===== src/rtl/adf4158_pkg.sv =====
// adf4158_pkg
//   Definitions shared by the ADF4158 configuration writer and receiver:
//   register control-field codes, shadow-bank indices, field bit positions,
//   the receiver state type and the control-field to bank-index decode.
package adf4158_pkg;

    // Control field w[2:0]
    localparam logic [2:0] R0 = 3'd0;
    localparam logic [2:0] R1 = 3'd1;
    localparam logic [2:0] R2 = 3'd2;
    localparam logic [2:0] R3 = 3'd3;
    localparam logic [2:0] R4 = 3'd4;
    localparam logic [2:0] R5 = 3'd5;
    localparam logic [2:0] R6 = 3'd6;
    localparam logic [2:0] R7 = 3'd7;

    // Shadow bank indices
    localparam logic [3:0] IDX_R0   = 4'd0;
    localparam logic [3:0] IDX_R1   = 4'd1;
    localparam logic [3:0] IDX_R2   = 4'd2;
    localparam logic [3:0] IDX_R3   = 4'd3;
    localparam logic [3:0] IDX_R4   = 4'd4;
    localparam logic [3:0] IDX_R5_0 = 4'd5;
    localparam logic [3:0] IDX_R5_1 = 4'd6;
    localparam logic [3:0] IDX_R6_0 = 4'd7;
    localparam logic [3:0] IDX_R6_1 = 4'd8;
    localparam logic [3:0] IDX_R7   = 4'd9;
    localparam int unsigned BANK_DEPTH = 10;

    // Field bit positions
    localparam int unsigned RAMP_EN_BIT = 31;
    localparam int unsigned INT_HI      = 26;
    localparam int unsigned INT_LO      = 15;
    localparam int unsigned FRAC_MSB_HI = 14;
    localparam int unsigned FRAC_MSB_LO = 3;
    localparam int unsigned FRAC_LSB_HI = 27;
    localparam int unsigned FRAC_LSB_LO = 15;
    localparam int unsigned SEL_BIT     = 23;

    typedef enum logic [1:0] {
        RX_IDLE,
        RX_SHIFT,
        RX_LATCH
    } rx_state_t;

    // R5 and R6 each have two banks selected by w[SEL_BIT]
    function automatic logic [3:0] bank_idx(input logic [31:0] w);
        case (w[2:0])
            R0:      return IDX_R0;
            R1:      return IDX_R1;
            R2:      return IDX_R2;
            R3:      return IDX_R3;
            R4:      return IDX_R4;
            R5:      return w[SEL_BIT] ? IDX_R5_1 : IDX_R5_0;
            R6:      return w[SEL_BIT] ? IDX_R6_1 : IDX_R6_0;
            default: return IDX_R7;
        endcase
    endfunction

endpackage


===== src/rtl/adf4158_spi_rx_sync_edge_det.sv =====
// sync_edge_det
//   N-stage synchronizer for an asynchronous pin followed by a history flop
//   that yields single-cycle rise/fall pulses.
//   clk_i   fabric clock
//   rst_n_i synchronous active-low reset
//   d_i     asynchronous pin
//   sync_o  synchronized level
//   rise_o  one-cycle pulse on a synchronized 0->1 transition
//   fall_o  one-cycle pulse on a synchronized 1->0 transition
module sync_edge_det #(
    parameter int unsigned STAGES = 2
) (
    input  logic clk_i,
    input  logic rst_n_i,
    input  logic d_i,
    output logic sync_o,
    output logic rise_o,
    output logic fall_o
);

    logic [STAGES-1:0] sync_q;
    logic              hist_q;

    always_ff @(posedge clk_i) begin
        if (!rst_n_i) begin
            sync_q <= '0;
            hist_q <= 1'b0;
        end else begin
            sync_q <= {sync_q[STAGES-2:0], d_i};
            hist_q <= sync_q[STAGES-1];
        end
    end

    assign sync_o = sync_q[STAGES-1];
    assign rise_o = sync_q[STAGES-1] & ~hist_q;
    assign fall_o = ~sync_q[STAGES-1] & hist_q;

endmodule


===== src/rtl/adf4158_spi_rx.sv =====
// adf4158_spi_rx
//   Device-side receiver for the ADF4158 3-wire interface. Oversamples
//   sclk/sdata/le, rebuilds 32-bit writes, decodes them into a 10-entry
//   shadow bank and exposes the live ramp-enable, INT and FRAC values.
//   clk, rst_n        fabric clock (>= 4x sclk), synchronous active-low reset
//   sclk, sdata, le   asynchronous serial pins
//   word_valid/data/idx  pulse + last good word and its bank index
//   frame_err         pulse when le rose with a bit count other than 32
//   bank_rd_idx/data  registered shadow bank read (indices 10-15 read 0)
//   bank_loaded       per-entry written flags; config_complete = all set
//   ramp_en, int_val, frac_val, freq_update  live R0-derived values
module adf4158_spi_rx
    import adf4158_pkg::*;
#(
    parameter int unsigned SYNC_STAGES   = 2,
    parameter logic        SAMPLE_RISING = 1'b1
) (
    input  logic        clk,
    input  logic        rst_n,
    input  logic        sclk,
    input  logic        sdata,
    input  logic        le,
    output logic        word_valid,
    output logic [31:0] word_data,
    output logic [3:0]  word_idx,
    output logic        frame_err,
    input  logic [3:0]  bank_rd_idx,
    output logic [31:0] bank_rd_data,
    output logic [9:0]  bank_loaded,
    output logic        config_complete,
    output logic        ramp_en,
    output logic [11:0] int_val,
    output logic [24:0] frac_val,
    output logic        freq_update
);

    localparam int unsigned STAGES = (SYNC_STAGES < 2) ? 2 : SYNC_STAGES;

    logic sclk_rise, sclk_fall, sdata_sync, le_rise, le_fall;
    logic sclk_sync, le_sync, sdata_rise, sdata_fall;

    sync_edge_det #(.STAGES(STAGES)) u_sync_sclk (
        .clk_i(clk), .rst_n_i(rst_n), .d_i(sclk),
        .sync_o(sclk_sync), .rise_o(sclk_rise), .fall_o(sclk_fall)
    );
    sync_edge_det #(.STAGES(STAGES)) u_sync_sdata (
        .clk_i(clk), .rst_n_i(rst_n), .d_i(sdata),
        .sync_o(sdata_sync), .rise_o(sdata_rise), .fall_o(sdata_fall)
    );
    sync_edge_det #(.STAGES(STAGES)) u_sync_le (
        .clk_i(clk), .rst_n_i(rst_n), .d_i(le),
        .sync_o(le_sync), .rise_o(le_rise), .fall_o(le_fall)
    );

    logic unused_sync;
    assign unused_sync = &{1'b0, sclk_sync, le_sync, sdata_rise, sdata_fall};

    logic sclk_edge;
    assign sclk_edge = SAMPLE_RISING ? sclk_rise : sclk_fall;

    rx_state_t   state_q;
    logic [31:0] shreg_q;
    logic [5:0]  cnt_q;
    logic [31:0] bank_q [BANK_DEPTH];
    logic [9:0]  bank_loaded_q;
    logic [12:0] frac_lsb_q;
    logic        word_valid_q, frame_err_q, freq_update_q, ramp_en_q;
    logic [31:0] word_data_q, bank_rd_data_q;
    logic [3:0]  word_idx_q;
    logic [11:0] int_val_q;
    logic [24:0] frac_val_q;
    logic [3:0]  commit_idx;

    assign commit_idx = bank_idx(shreg_q);

    always_ff @(posedge clk) begin
        if (!rst_n) begin
            state_q        <= RX_IDLE;
            shreg_q        <= '0;
            cnt_q          <= '0;
            bank_loaded_q  <= '0;
            frac_lsb_q     <= '0;
            word_valid_q   <= 1'b0;
            frame_err_q    <= 1'b0;
            freq_update_q  <= 1'b0;
            ramp_en_q      <= 1'b0;
            word_data_q    <= '0;
            word_idx_q     <= '0;
            int_val_q      <= '0;
            frac_val_q     <= '0;
            bank_rd_data_q <= '0;
            for (int unsigned i = 0; i < BANK_DEPTH; i++) begin
                bank_q[i] <= '0;
            end
        end else begin
            word_valid_q  <= 1'b0;
            frame_err_q   <= 1'b0;
            freq_update_q <= 1'b0;

            if (bank_rd_idx < 4'(BANK_DEPTH)) begin
                bank_rd_data_q <= bank_q[bank_rd_idx];
            end else begin
                bank_rd_data_q <= '0;
            end

            case (state_q)
                RX_IDLE: begin
                    if (le_fall) begin
                        state_q <= RX_SHIFT;
                        cnt_q   <= '0;
                    end
                end
                RX_SHIFT: begin
                    // A bit arriving with the le rise is still counted: the
                    // updated count is what LATCH inspects.
                    if (sclk_edge) begin
                        shreg_q <= {shreg_q[30:0], sdata_sync};
                        if (cnt_q != 6'd33) begin
                            cnt_q <= cnt_q + 6'd1;
                        end
                    end
                    if (le_rise) begin
                        state_q <= RX_LATCH;
                    end
                end
                RX_LATCH: begin
                    if (cnt_q == 6'd32) begin
                        word_valid_q              <= 1'b1;
                        word_data_q               <= shreg_q;
                        word_idx_q                <= commit_idx;
                        bank_q[commit_idx]        <= shreg_q;
                        bank_loaded_q[commit_idx] <= 1'b1;
                        // R1 only stages the FRAC LSBs; R0 applies them.
                        if (commit_idx == IDX_R1) begin
                            frac_lsb_q <= shreg_q[FRAC_LSB_HI:FRAC_LSB_LO];
                        end
                        if (commit_idx == IDX_R0) begin
                            ramp_en_q     <= shreg_q[RAMP_EN_BIT];
                            int_val_q     <= shreg_q[INT_HI:INT_LO];
                            frac_val_q    <= {shreg_q[FRAC_MSB_HI:FRAC_MSB_LO], frac_lsb_q};
                            freq_update_q <= 1'b1;
                        end
                    end else begin
                        frame_err_q <= 1'b1;
                    end
                    state_q <= RX_IDLE;
                end
                default: state_q <= RX_IDLE;
            endcase
        end
    end

    assign word_valid      = word_valid_q;
    assign word_data       = word_data_q;
    assign word_idx        = word_idx_q;
    assign frame_err       = frame_err_q;
    assign bank_rd_data    = bank_rd_data_q;
    assign bank_loaded     = bank_loaded_q;
    assign config_complete = &bank_loaded_q;
    assign ramp_en         = ramp_en_q;
    assign int_val         = int_val_q;
    assign frac_val        = frac_val_q;
    assign freq_update     = freq_update_q;

endmodule


===== config.mk =====
export PLATFORM = sky130hd
export DESIGN_NAME = adf4158_spi_rx
export DESIGN_NICKNAME = d
export VERILOG_FILES = /design/src/rtl/adf4158_pkg.sv /design/src/rtl/adf4158_spi_rx_sync_edge_det.sv /design/src/rtl/adf4158_spi_rx.sv
export SDC_FILE = /design/constraint.sdc
export NUM_CORES = 1
export LEC_CHECK = 0
export ABC_AREA = 1
export CAP_MARGIN = 10
export CELL_PAD_IN_SITES_DETAIL_PLACEMENT = 1
export CELL_PAD_IN_SITES_GLOBAL_PLACEMENT = 1
export CORE_MARGIN = 4
export CORE_UTILIZATION = 29
export DETAILED_ROUTE_END_ITERATION = 8
export PLACE_DENSITY = 0.64
export SLEW_MARGIN = 15
export SYNTH_ARGS = -nofsm -noshare
export SYNTH_HDL_FRONTEND = slang
export SYNTH_SLANG_ARGS = --single-unit
export TNS_END_PERCENT = 5

===== constraint.sdc =====
create_clock -name clk -period 3 [get_ports clk]
set_input_delay 0.3 -clock clk [delete_from_list [all_inputs] [get_ports clk]]
set_output_delay 0.3 -clock clk [all_outputs]
set_load 0.1 [all_outputs]

* Word-level counts from Yosys, hierarchy flattened
Memory sizes are Yosys's and may differ from the RTL's. A register that Yosys moved wholly into a read port is not among the register bits.
Cells that the tools add are included.
** Storage, ports and cells
- Bits in writable memories :: 320
- Flip-flop bits (word level) :: 148
- Output and inout port bits :: 120
- Logic and storage cells :: 84
- Input port bits :: 9
- Memories :: 1
** Operators by class
- $lt $le $gt $ge :: 3
- Bitwise operators :: 7
- Add/subtract/negate cells :: 1
- Mux-type cells :: 22
- Reduce and logical (&&, ||, !) cells :: 17
- Equal/unequal tests :: 15
** Memory list
- bank_q :: depth 10, bits a word 32, read ports 1, clocked after memory_dff 1, write ports 10, RTL line adf4158_spi_rx.sv:64 : logic [31:0] bank_q [BANK_DEPTH];
** Operators with widths (number)
- $mux 32 :: 1
- $reduce_or 32->1 :: 1
- $pmux 4 s7 :: 1
- $mux 6 :: 3
- $pmux 6 s2 :: 1
- $or 10x10->10 :: 1
- $reduce_and 10->1 :: 1
- $reduce_and 2->1 :: 5
- $eq 3x3->1 const B :: 3
- $mux 1 :: 9
- $reduce_and 3->1 :: 3
- $mux 4 :: 2
- $ne 2x2->1 const B :: 4
- $add 6x1->6 const B :: 1
- $eq 3x2->1 const B :: 2
- $eq 6x6->1 const B :: 1
- $mux 2 :: 3
- $ne 6x6->1 const B :: 1
- $lt 4x5->1 const B :: 1
- $demux 1 s4 :: 1
- $eq 4x1->1 const B :: 1
- $ge 4x1->1 const B :: 1
- $logic_not 4->1 :: 1
- $lt 4x4->1 const B :: 1
- other kinds (12) :: 16

* Longest topological paths before layout
Gate-level depths: netlist of the first run.
- Depth in word-level cells :: 7
- Mapped depth :: 10
- Depth with buffers taken out :: 9

* Cells and area by module
From an unflattened synthesis of the first run, not the netlist that was laid out.
** Unflattened totals
- Cell total of the unflattened synthesis :: 2304
- Area total of the unflattened synthesis :: 20637.3 um^2
** By module, submodules not included
- adf4158_spi_rx :: instances 1, area each 20337.0 um^2, cells an instance 2265, seq. area each 13052.5 um^2
- sync_edge_det :: instances 3, area each 100.1 um^2, cells an instance 13, seq. area each 60.1 um^2

* Worst setup path after synthesis of the first run
OpenSTA, ideal clock, no wires.
- Path type :: flip-flop to output port
- Start :: reg bank_loaded_q[8], in the netlist bank_loaded[8]
- End :: out config_complete
- Cell stages (with the launch flop) :: 3
- Data arrival time :: 4033 ps
- Buffers on the path :: 0
- Data required time :: 2700 ps
- Setup slack :: -1333 ps
- Path through :: dfxtp_1 -> nand4_1 -> nor4_1
** On the way
- Longest elaborated chain between the ends :: 1
** Ends and longest elaborated chain
- from (decl) :: RTL line adf4158_spi_rx.sv:65 : logic [9:0] bank_loaded_q;
- from (signal assigned) :: RTL line adf4158_spi_rx.sv:81 : bank_loaded_q <= '0;
- from (signal, indexed assignment) :: RTL line adf4158_spi_rx.sv:132 : bank_loaded_q[commit_idx] <= 1'b1;
- $reduce_and 10->1 :: RTL line adf4158_spi_rx.sv:159 : assign config_complete = &bank_loaded_q;
- to (decl) :: RTL line adf4158_spi_rx.sv:30 : output logic config_complete,
Every way passes these cells.

==> qor.csv, run 1 <==
metric,value,unit
drc,0,
clkLatencyLatePin,0.61,ns
slowest_delay,0.43,ns
critPathSlowestCell,buf_4,
total_power,15.8,mW
io_pins,129,
cts.htree.levels,2,
power.internal,12.2,mW
cts_tree,yes,
crit_required,3.23,ns
finalMaxSlewViolations,0,
initial_core_util,0.293,
setup.worst_path.class,register to register,
crit-reg2reg-launch,cnt_q[0],
cts_buffers,55,
synth_edf_count,320,
period_share,0.843,
outcome,"finished, final reports clean",
num_vias,15862,
ys_top_cells_by_area,"edfxtp_1 47%, dfxtp_1 18%, nand2_1 13%",
grt_pass1_wl,100000,µm
synth_compound_area_frac,0.0406,
tightest_slew,0.986,ns
dieArea,75300,µm²
synthFlopType,edfxtp_1,
fmax,0.395,GHz
use_met1,0.219,
antenna_cells,0,
stdcell_count,3362,
nNetsFinal,2388,
busiest_layer,met2,
pre_cts_ws,0.500,ns
yosysMostFrequentCell,nand2_1,
io_buffer_count,128,
wl,64700,µm
switchingPower,3.60,mW
relSlewSlack,0.341,
path_clk_slew,0.06,ns
synth_seq_cells,500,
crit_arrival,2.76,ns
place.gp.congestion,0.800,
cts_hold_buf,0,
use_met3,0.0292,
grt_max_degree,131,
rrSetupSlack,0.47,ns
synthCells,2290,
seqPwrFrac,0.479,
dieWidth,274,µm
synth_top_area_frac,0.467,
reg2regPathDepth,9,
rows,97,
clock_path_buffers,3,
cts_root_buffer,clkbuf_16,
synth_async_sr_flop_share,0,
hp-class,primary input to register,
end_kind,register,
cap_violations,0,
worst_slack,0.470,ns
area_growth,19.4,%
critPathLaunchType,register,
drtAntennaViolNets,0,
fin_worst_skew,0.0186,ns
p_leak,10.4,nW
tns,0,ns
syn_avg_cell_area,8.98,µm²
drive_gt1_frac,0.113,
drtIter0Drc,997,
fin_util,0.350,
postCtsSetupRepairBufs,0,
detail_route.wl_per_cell,19.3,µm
ys_warn_count,0,
yosysSeqAreaShare,0.642,
worstPathMaxFanout,32,
worstReg2RegEnd,bank_q[2][6],
antenna_found_initial,0,
ir_drop,471,µV
core-area,70100,µm²
synth_top_family_by_area,simple AND/OR/NAND/NOR gates,
dp_hpwl,39800,µm
crit_path_cell_trace,"inv_1, ha_1, nand3_1, nor2_4, nand2_1, nor2_1, nand3_1, nand2_1, buf_4",
die_h,274,µm
vias_per_cell,4.72,
cp-endpoint,bank_q[2][6],
synth_area_leader_cell,edfxtp_1,
synth_common_cells,"717 x nand2_1, 358 x nor2_1, 320 x edfxtp_1",
synthSimpleGateAreaFrac,0.248,
synthAdderAreaFrac,0.00182,
rsz0062_at_grt,false,
setup_violations,0,
grt_pass1_vias,16834,
clkSinkCount,500,
hold_viol_final,0,
power_frac_comb,0.058,
track_usage,0.171,
first_pass_iters,5,
met2_usage,0.302,
pwr-share-clk,0.463,
cts_resized,0,
syn_area,20600,µm²
synth_xor_area_frac,0.000426,
yosys-mux-area-fraction,0,
min_period,2.53,ns
synthDistinctLibCells,27,
place_inst,3259,
critical_path.startpoint,cnt_q[0],
swShare,0.228,
power_density,642,nW/µm²
grt_overflow,0,
## layer usage
metal	wire [µm]	vias up
li1	-	7471
met1	28400	7993
met2	32000	312
met3	2930	86
met4	1390	0
met5	0	-
## power groups by stage
stage	Sequential, mW	Clock [mW]	Combinational [mW]
after floorplan	7.86	0	0.427
after global placement	7.69	0	0.911
after detailed placement	7.70	0	0.925
after CTS	7.55	7.45	0.931
after global routing	7.56	7.74	0.999
final	7.55	7.30	0.914
## through the flow
step	hold WS, ns	area (µm²)
floorplan	0.390	20600
global placement	0.412	22600
detailed placement	0.413	22600
CTS	0.0859	24500
global route	0.100	24500
finish	0.110	24500
## how the worst min path moves through the flow
stage	to	slack, ns	start	depth (start not counted)
finish	shreg_q[29]	0.11	rst_n	3
global route	shreg_q[29]	0.10	rst_n	3
global placement	u_sync_sclk.sync_q[1]	0.41	u_sync_sclk.sync_q[0]	2
CTS	shreg_q[29]	0.09	rst_n	3
detailed placement	u_sync_sclk.sync_q[1]	0.41	u_sync_sclk.sync_q[0]	2
floorplan	u_sync_le.sync_q[1]	0.39	u_sync_le.sync_q[0]	2
## flip-flops by register name, indices dropped and copies added (netlist names)
name / cells
u_sync_sclk.sync_q: 2
ramp_en: 1
u_sync_le.sync_q: 2
frame_err: 1
word_idx: 4
bank_rd_data: 32
freq_update: 1
u_sync_le.hist_q: 1
frac_lsb_q: 13
int_val: 12
word_valid: 1
u_sync_sdata.sync_q: 2
bank_q: 320
cnt_q: 6
u_sync_sclk.hist_q: 1
state_q: 2
bank_loaded: 10
frac_val: 25
word_data: 32
shreg_q: 32
## cell type report
class	instances	area [µm²]
Clock buffer	82	1720
Clock inverter	21	264
Fill cell	8177	45600
Inverter	179	674
Multi-Input combinational cell	1466	6070
Sequential cell	500	13200
Tap cell	940	1180
Timing Repair Buffer	174	1430
## placed cells by master (no fill, tap or decap), types with 11 or more instances in the layout
cell type,n
nand2_1,717
nor2_1,357
edfxtp_1,320
nand3_1,183
dfxtp_1,180
inv_1,173
buf_4,158
o21ai_0,80
a21oi_1,78
clkbuf_16,62
conb_1,16
clkbuf_1,11
## kinds of logic after synthesis
kind of cell,after synthesis
AO/OA/AOI/OAI,165
adder cells (fa/ha/maj),3
AND/OR/NAND/NOR,1281
other,1
buffers and inverters,339
flip-flops,500
XOR/XNOR,1
## worst max-delay path, delay by kind of cell (launching register included)
kind	cells	cell delay, ns
buffers and inverters	2	0.56
adders and majority gates	1	0.18
and+or+nand+nor	6	1.00
DFF	1	0.37
Power figures use the tool's default switching activity.
==> inputs of run 2 (changes only) <==
PLACE_DENSITY = 0.62   (was 0.64)
clock period = 2.6 ns   (was 3 ns; I/O delays follow)
==> run 2 against run 1 <==
  * Hold slack improved by 0.052 ns
  * Clock skew increased by 0.0049 ns
  * Die area unchanged
  * Sequential cell count unchanged
  * Critical path type unchanged
==> qor.csv, run 2 (same netlist as run 1, synthesis figures left out) <==
metric,value,unit
hold_viol_final,0,
fin_util,0.347,
antenna_found_initial,0,
end_kind,register,
crit-reg2reg-launch,cnt_q[1],
switchingPower,4.02,mW
min_period,2.34,ns
dieWidth,274,µm
fillers,8209,
area_growth,18.4,%
cts_root_buffer,clkbuf_16,
num_vias,15884,
path_clk_slew,0.06,ns
vias_per_cell,4.70,
crit_path_cell_trace,"inv_1, ha_1, nand2_1, nor2_2, nand2_2, nor2_4, buf_4, nand2_1, nor2_1",
power_frac_comb,0.062,
worstPathMaxFanout,30,
largest_register_ffs,320,
drtAntennaViolNets,0,
power_density,705,nW/µm²
period_share,0.900,
total_power,17.2,mW
final_cell_mix,"717 x nand2_1, 357 x nor2_1, 320 x edfxtp_1, 183 x nand3_1, 182 x buf_4",
io_pins,129,
setup.worst_path.class,register to register,
multiInputGateArea,6070,µm²
seqPwrFrac,0.508,
hp-class,primary input to register,
ir_drop,501,µV
dieArea,75300,µm²
critPathSlowestCell,nand2_1,
relSlewSlack,0.463,
crit_arrival,2.78,ns
regArea,13200,µm²
final_common_cell,nand2_1,
dp_hpwl,39900,µm
cap_violations,0,
fmax,0.427,GHz
antenna_cells,0,
grt_overflow,0,
p_leak,10.3,nW
rsz0062_at_grt,false,
busiest_layer,met2,
rows,97,
holdCritStartpoint,rst_n,
grt_pass1_wl,101000,µm
worstReg2RegEnd,bank_q[1][24],
track_usage,0.173,
cts_buffers,54,
setup_violations,0,
cts.htree.levels,2,
die_h,274,µm
use_met1,0.216,
drtIter0Drc,990,
clkLatencyLatePin,0.61,ns
worst_slack,0.261,ns
slowest_delay,0.41,ns
pwr-share-clk,0.431,
postCtsSetupRepairBufs,0,
clock_path_buffers,3,
placed_cell_area,22600,µm²
grt_max_degree,97,
swShare,0.234,
detail_route.wl_per_cell,19.3,µm
cts_tree,yes,
crit_required,3.04,ns
io_buffer_count,128,
met2_usage,0.311,
place.gp.congestion,0.787,
finalMaxSlewViolations,0,
rrSetupSlack,0.26,ns
nNetsFinal,2407,
clkSinkCount,500,
crit_path_frequent_cell,nand2_1,
drc,0,
fin_area,24300,µm²
critical_path.startpoint,cnt_q[1],
top_register,bank_q,
fin_worst_skew,0.0235,ns
initial_core_util,0.293,
use_met3,0.0292,
first_pass_iters,5,
reg2regPathDepth,9,
tightest_slew,0.800,ns
outcome,"finished, final reports clean",
critPathLaunchType,register,
pre_cts_ws,0.0876,ns
grt_pass1_vias,16950,
core-area,70100,µm²
drive_gt1_frac,0.114,
cp-endpoint,bank_q[1][24],
power.internal,13.1,mW
whs,0.162,ns
wl,65100,µm
## run 2: changes by cell type in the layout (fill, tap and decap cells not counted), moves of 4 or more
cell | previous run | this run
clkbuf_16 | 62 | 55
bufinv_16 | 6 | 1
clkinv_2 | 7 | 3
buf_12 | 9 | 5
clkbuf_1 | 11 | 25
buf_4 | 158 | 182
## run 2: worst min-delay path by stage
stage                             endpoint  slack (ns)  depth (start not counted)
detailed placement  u_sync_sdata.sync_q[1]        0.41                          2
global placement     u_sync_sclk.sync_q[1]        0.41                          2
CTS                            word_idx[2]        0.12                          5
floorplan              u_sync_le.sync_q[0]        0.36                          2
global route                   word_idx[2]        0.14                          5
finish                         word_idx[2]        0.16                          5
## run 2: worst max-delay path: cells and delay by family, from the launching register on
| kind | cells | cell delay [ns] |
|---|---|---|
| adder cells (fa/ha/maj) | 1 | 0.17 |
| buffers and inverters | 2 | 0.46 |
| flip-flops | 1 | 0.33 |
| AND/OR/NAND/NOR | 6 | 1.20 |
## run 2: layer usage
layer  routed length [µm]  share of wire
met1                28000           0.43
met2                32800           0.50
met3                 2660          0.041
met4                 1590          0.024
met5                    0              0
## run 2: power groups by stage
stage | Sequential, mW | Clock [mW] | Combinational (mW)
2_1_floorplan | 9.07 | 0 | 0.493
3_3_place_gp | 8.87 | 0 | 1.05
3_5_place_dp | 8.88 | 0 | 1.06
4_1_cts | 8.71 | 7.60 | 1.07
5_1_grt | 8.73 | 7.94 | 1.15
6_report | 8.71 | 7.39 | 1.06
## run 2: final cells by class
class	instances	share of cell area
multi-input combinational	1466	0.250
clock inverter	10	0.00313
inverter	179	0.0277
timing repair buffer	194	0.0630
tap	940	0.0483
clock buffer	90	0.0657
sequential	500	0.543
## run 2: timing repair
action	in CTS	in global routing
hold endpoints to repair	0	0
hold buffers	0	0
gates resized for setup	0	1
endpoints found under the setup margin	0	26
## run 2: stage by stage
stage / setup TNS [ns] / instances
after floorplan: -6.32 / 2305
after global placement: 0 / 3278
after detailed placement: 0 / 3278
after CTS: 0 / 3378
after global routing: 0 / 3379
final: 0 / 3379
